<file path="src/rtl/switch_debounce.sv">
// switch_debounce: two-flop synchroniser plus per-bit stability counters for slide switches,
// with registered rise/fall/any-change pulses aligned to the debounced level.
module switch_debounce #(
    parameter int WIDTH           = 11,
    parameter int DEBOUNCE_CYCLES = 500000
) (
    input  logic             clk,
    input  logic             reset,
    input  logic [WIDTH-1:0] sw_raw,
    output logic [WIDTH-1:0] sw_stable,
    output logic [WIDTH-1:0] sw_rise,
    output logic [WIDTH-1:0] sw_fall,
    output logic             sw_changed
);
    localparam int CW = (DEBOUNCE_CYCLES > 1) ? $clog2(DEBOUNCE_CYCLES) : 1;
    localparam logic [CW-1:0] LAST = CW'(DEBOUNCE_CYCLES - 1);

    logic [WIDTH-1:0]         sync1_q, sync2_q;
    logic [WIDTH-1:0]         stable_q, stable_d;
    logic [WIDTH-1:0]         rise_q, rise_d, fall_q, fall_d;
    logic                     changed_q, changed_d;
    logic [WIDTH-1:0]         diff, hit;
    logic [WIDTH-1:0][CW-1:0] cnt_q, cnt_d;

    assign diff = sync2_q ^ stable_q;

    // Any agreeing sample clears the run, so only an unbroken disagreement reaches LAST
    for (genvar i = 0; i < WIDTH; i++) begin : g_bit
        assign hit[i]   = diff[i] && (cnt_q[i] == LAST);
        assign cnt_d[i] = (diff[i] && !hit[i]) ? cnt_q[i] + CW'(1) : '0;
    end

    assign stable_d  = stable_q ^ hit;
    assign rise_d    = hit & sync2_q;
    assign fall_d    = hit & ~sync2_q;
    assign changed_d = |{rise_d, fall_d};

    always_ff @(posedge clk) begin
        if (reset) begin
            sync1_q   <= '0;
            sync2_q   <= '0;
            cnt_q     <= '0;
            stable_q  <= '0;
            rise_q    <= '0;
            fall_q    <= '0;
            changed_q <= 1'b0;
        end else begin
            sync1_q   <= sw_raw;
            sync2_q   <= sync1_q;
            cnt_q     <= cnt_d;
            stable_q  <= stable_d;
            rise_q    <= rise_d;
            fall_q    <= fall_d;
            changed_q <= changed_d;
        end
    end

    assign sw_stable  = stable_q;
    assign sw_rise    = rise_q;
    assign sw_fall    = fall_q;
    assign sw_changed = changed_q;
endmodule

</file>
<file path="config.mk">
export PLATFORM = sky130hd
export DESIGN_NAME = switch_debounce
export DESIGN_NICKNAME = d
export VERILOG_FILES = /design/src/rtl/switch_debounce.sv
export SDC_FILE = /design/constraint.sdc
export NUM_CORES = 1
export LEC_CHECK = 0
export BUFFER_PORTS_ARGS = -buffer_cell sky130_fd_sc_hd__buf_2
export CORE_ASPECT_RATIO = 0.5
export CORE_MARGIN = 8
export CORE_UTILIZATION = 40
export DETAILED_ROUTE_END_ITERATION = 10
export PLACE_DENSITY = 0.59
export SYNTH_ARGS = -nofsm -noshare
export SYNTH_HDL_FRONTEND = slang
export SYNTH_SLANG_ARGS = --single-unit
</file>
<file path="constraint.sdc">
create_clock -name clk -period 1.8 [get_ports clk]
set_input_delay 0.27 -clock clk [delete_from_list [all_inputs] [get_ports clk]]
set_output_delay 0.27 -clock clk [all_outputs]
set_load 0.01 [all_outputs]
</file>
==> results.sh <==
export IMPL_multi_input_area_um2=6010
export IMPL_relSlewSlack_pct=32.1
export IMPL_whs_path_depth=2
export IMPL_dp_slack_ps=-153
export IMPL_clock_sinks=265
export IMPL_synth_top_area_share_pct=48.3
export IMPL_finalCritPeriodShare_pct=100
export IMPL_cts_buffer_depth=3
export IMPL_synth_top_cell_by_area="dfxtp_1"
export IMPL_final_setup_viol_count=1
export IMPL_crit_required_ps=2210
export IMPL_peakVddDrop_v=0.000563
export IMPL_grt_pass1_vias=7416
export IMPL_antenna_found_initial=0
export IMPL_postSynthAreaPerCell_um2=9.19
export IMPL_die_area_um2=33300
export IMPL_cts_tree="built"
export IMPL_postLayoutSetupSlackWorst_ps=-1.78
export IMPL_globalRouteTotalUtil_pct=13.8
export IMPL_grt_setup_unrepaired="yes"
export IMPL_muxShareOfSynthArea_pct=0.821
export IMPL_synth_nets=1218
export IMPL_grt_pass1_wl_um=38600
export IMPL_hp_class="input pin to flip-flop"
export IMPL_dr_total_vias=8380
export IMPL_cts_clk_slew_worst_paths_ps=70
export IMPL_ys_ff_latch=265
export IMPL_yosys_most_used_dff="dfxtp_1"
export IMPL_synth_top_family_by_area="simple AND/OR/NAND/NOR gates"
export IMPL_die_h_um=133
export IMPL_grt_max_degree=27
export IMPL_routed_via_density=4.77
export IMPL_failed_checks="negative setup slack"
export IMPL_final_common_cell="dfxtp_1"
export IMPL_fillers=2492
export IMPL_overflow=0
export IMPL_drc=0
export IMPL_ys_warnings_count=0
export IMPL_power_density_nw_per_um2=805
export IMPL_drv_cap=0
export IMPL_ant_nets=0
export IMPL_syn_to_final_growth_pct=28.0
export IMPL_syn_inst=1194
export IMPL_slew_violations=0
export IMPL_startpoint_type="flip-flop"
export IMPL_ios=47
export IMPL_path_max_fanout=6
export IMPL_cts_htree_levels=1
export IMPL_synth_area_um2=11000
export IMPL_final_cell_mix="254 x dfxtp_1, 249 x nor2_1, 104 x buf_4"
export IMPL_fin_nets=1402
export IMPL_synthTopCellsByArea="dfxtp_1 48%, nor2_1 9.3%, xor2_1 8.2%"
export IMPL_cts_buffers=25
export IMPL_layout_min_cycle_time_ps=1800
export IMPL_portBuffers=46
export IMPL_diodes=0
export IMPL_routed_wl_um=24400
export IMPL_power_leakage_nw=4.87
export IMPL_fmax_mhz=555
export IMPL_dr_pass1_iters=5
export IMPL_cp_end_kind="flip-flop"
export IMPL_path_class="flip-flop to flip-flop"
export IMPL_synthSimpleGateAreaFrac_pct=30.9
export IMPL_ys_types=52
export IMPL_coreArea_um2=27300
export IMPL_worst_pin_slew_ps=1010
export IMPL_dieWidth_um=250
export IMPL_regArea_um2=5320
export IMPL_synth_xor_area_share_pct=15.8
export IMPL_hpwl_um=16500
export IMPL_drive_gt1_share_pct=22.9
export IMPL_worstRegToRegCells=5
export IMPL_synthArstFlopShare_pct=0
export IMPL_whs_ps=25.5
export IMPL_wl_per_cell_um=13.9
export IMPL_synthAdderAreaFrac_pct=1.25
export IMPL_status="complete, but fails checks"
export IMPL_clkLatencyLatePin_ps=530
export IMPL_drtIter0Drc=552
export IMPL_gp_congestion=0.787
export IMPL_start_util_pct=40.2
export IMPL_worstPathArrival_ps=2220
export IMPL_yosysSeqAreaShare_pct=48.3
export IMPL_hold_viol=0
export IMPL_ctsRootBufferMaster="clkbuf_16"
export IMPL_rows=43
export IMPL_synth_compound_area_share_pct=0.536
export IMPL_synth_edff_count=0
export IMPL_skew_ps=6.39
[timing repair]
| item | CTS | global route |
|---|---|---|
| cloned | 2 | 10 |
| endpoints found under the hold margin | 9 | 0 |
| hold buffers | 9 | 0 |
| pin swaps | 5 | 64 |
| resized for setup | 10 | 102 |
| setup buffers | 2 | 3 |
| endpoints found under the setup margin | 75 | 151 |
[synthesized netlist by cell type (23+ instances only)]
library cell and instances:
dfxtp_1 265, nor3_1 28, nor2_1 273, inv_1 23
nand2_1 78, nand3_1 74, and3_1 25, nor4b_1 26
xnor2_1 95, nand4_1 40, nor2b_1 25, xor2_1 103
[state kept, by name, summed over array words and instances, names as in the netlist, named ones only]
name,cells
sync1_q,11
sync2_q,11
sw_rise,11
cnt_q,209
sw_changed,1
sw_fall,11
[stage by stage]
step	util (%)	cell area (um^2)	setup TNS [ps]	cells	power [W]
after CTS	49.1	13400	-19.5	1742	0.0114
final	51.4	14000	-1.78	1755	0.0113
after detailed placement	45.5	12400	-4690	1685	0.00622
after floorplan	-	11000	0	1194	0.00614
after global placement	45.5	12400	-3630	1685	0.00622
after global routing	51.4	14000	-2590	1755	0.0117
[final cells by class]
class	instances	area share, %
repair buffers	175	9.90
clock inverters	9	0.606
flip-flops and latches	265	37.9
clock buffers	35	5.01
inverters	23	0.615
multi-input cells	888	42.8
well taps	360	3.21
[critical path, cell delays in order (launching register included)]
cell	delay [ps]
dfxtp_2	330
nor4b_4	270
nand4b_1	170
or4_4	680
nand3b_4	160
nor2_1	70
[layer usage]
metal | vias up | share of wire [%] | GRT usage [%]
met5 | - | 0 | 0
met4 | 0 | 1.4 | 2.41
met3 | 25 | 4.3 | 2.90
met2 | 123 | 38 | 17.8
met1 | 3831 | 57 | 22.5
li1 | 4401 | - | -
[cell families after synthesis]
family,Yosys count
and+or+nand+nor,653
DFF,265
xor gates and xnor gates,198
buffers and inverters,50
adders and majority gates,11
muxes,9
AOI/OAI and AO/OA,8
[final timing paths]
path / start / to / slack, ps
worst max-delay path: cnt_q[142]$_SDFF_PP0_ / cnt_q[143]$_SDFF_PP0_ / -2
worst min-delay path: sw_raw[3] / sync1_q[3]$_SDFF_PP0_ / 30
worst max register to register: cnt_q[142]$_SDFF_PP0_ / cnt_q[143]$_SDFF_PP0_ / -2
worst min register to register: sync1_q[2]$_SDFF_PP0_ / sync2_q[2]$_SDFF_PP0_ / 440
[report_power, final]
group          internal, W  leakage (nW)  switching (W)
Sequential         0.00589          2.14      0.0000220
Clock              0.00288         0.378        0.00228
Combinational     0.000111          2.35       0.000124
Total              0.00888          4.87        0.00242
No activity file was read; power rests on OpenSTA's default activity.
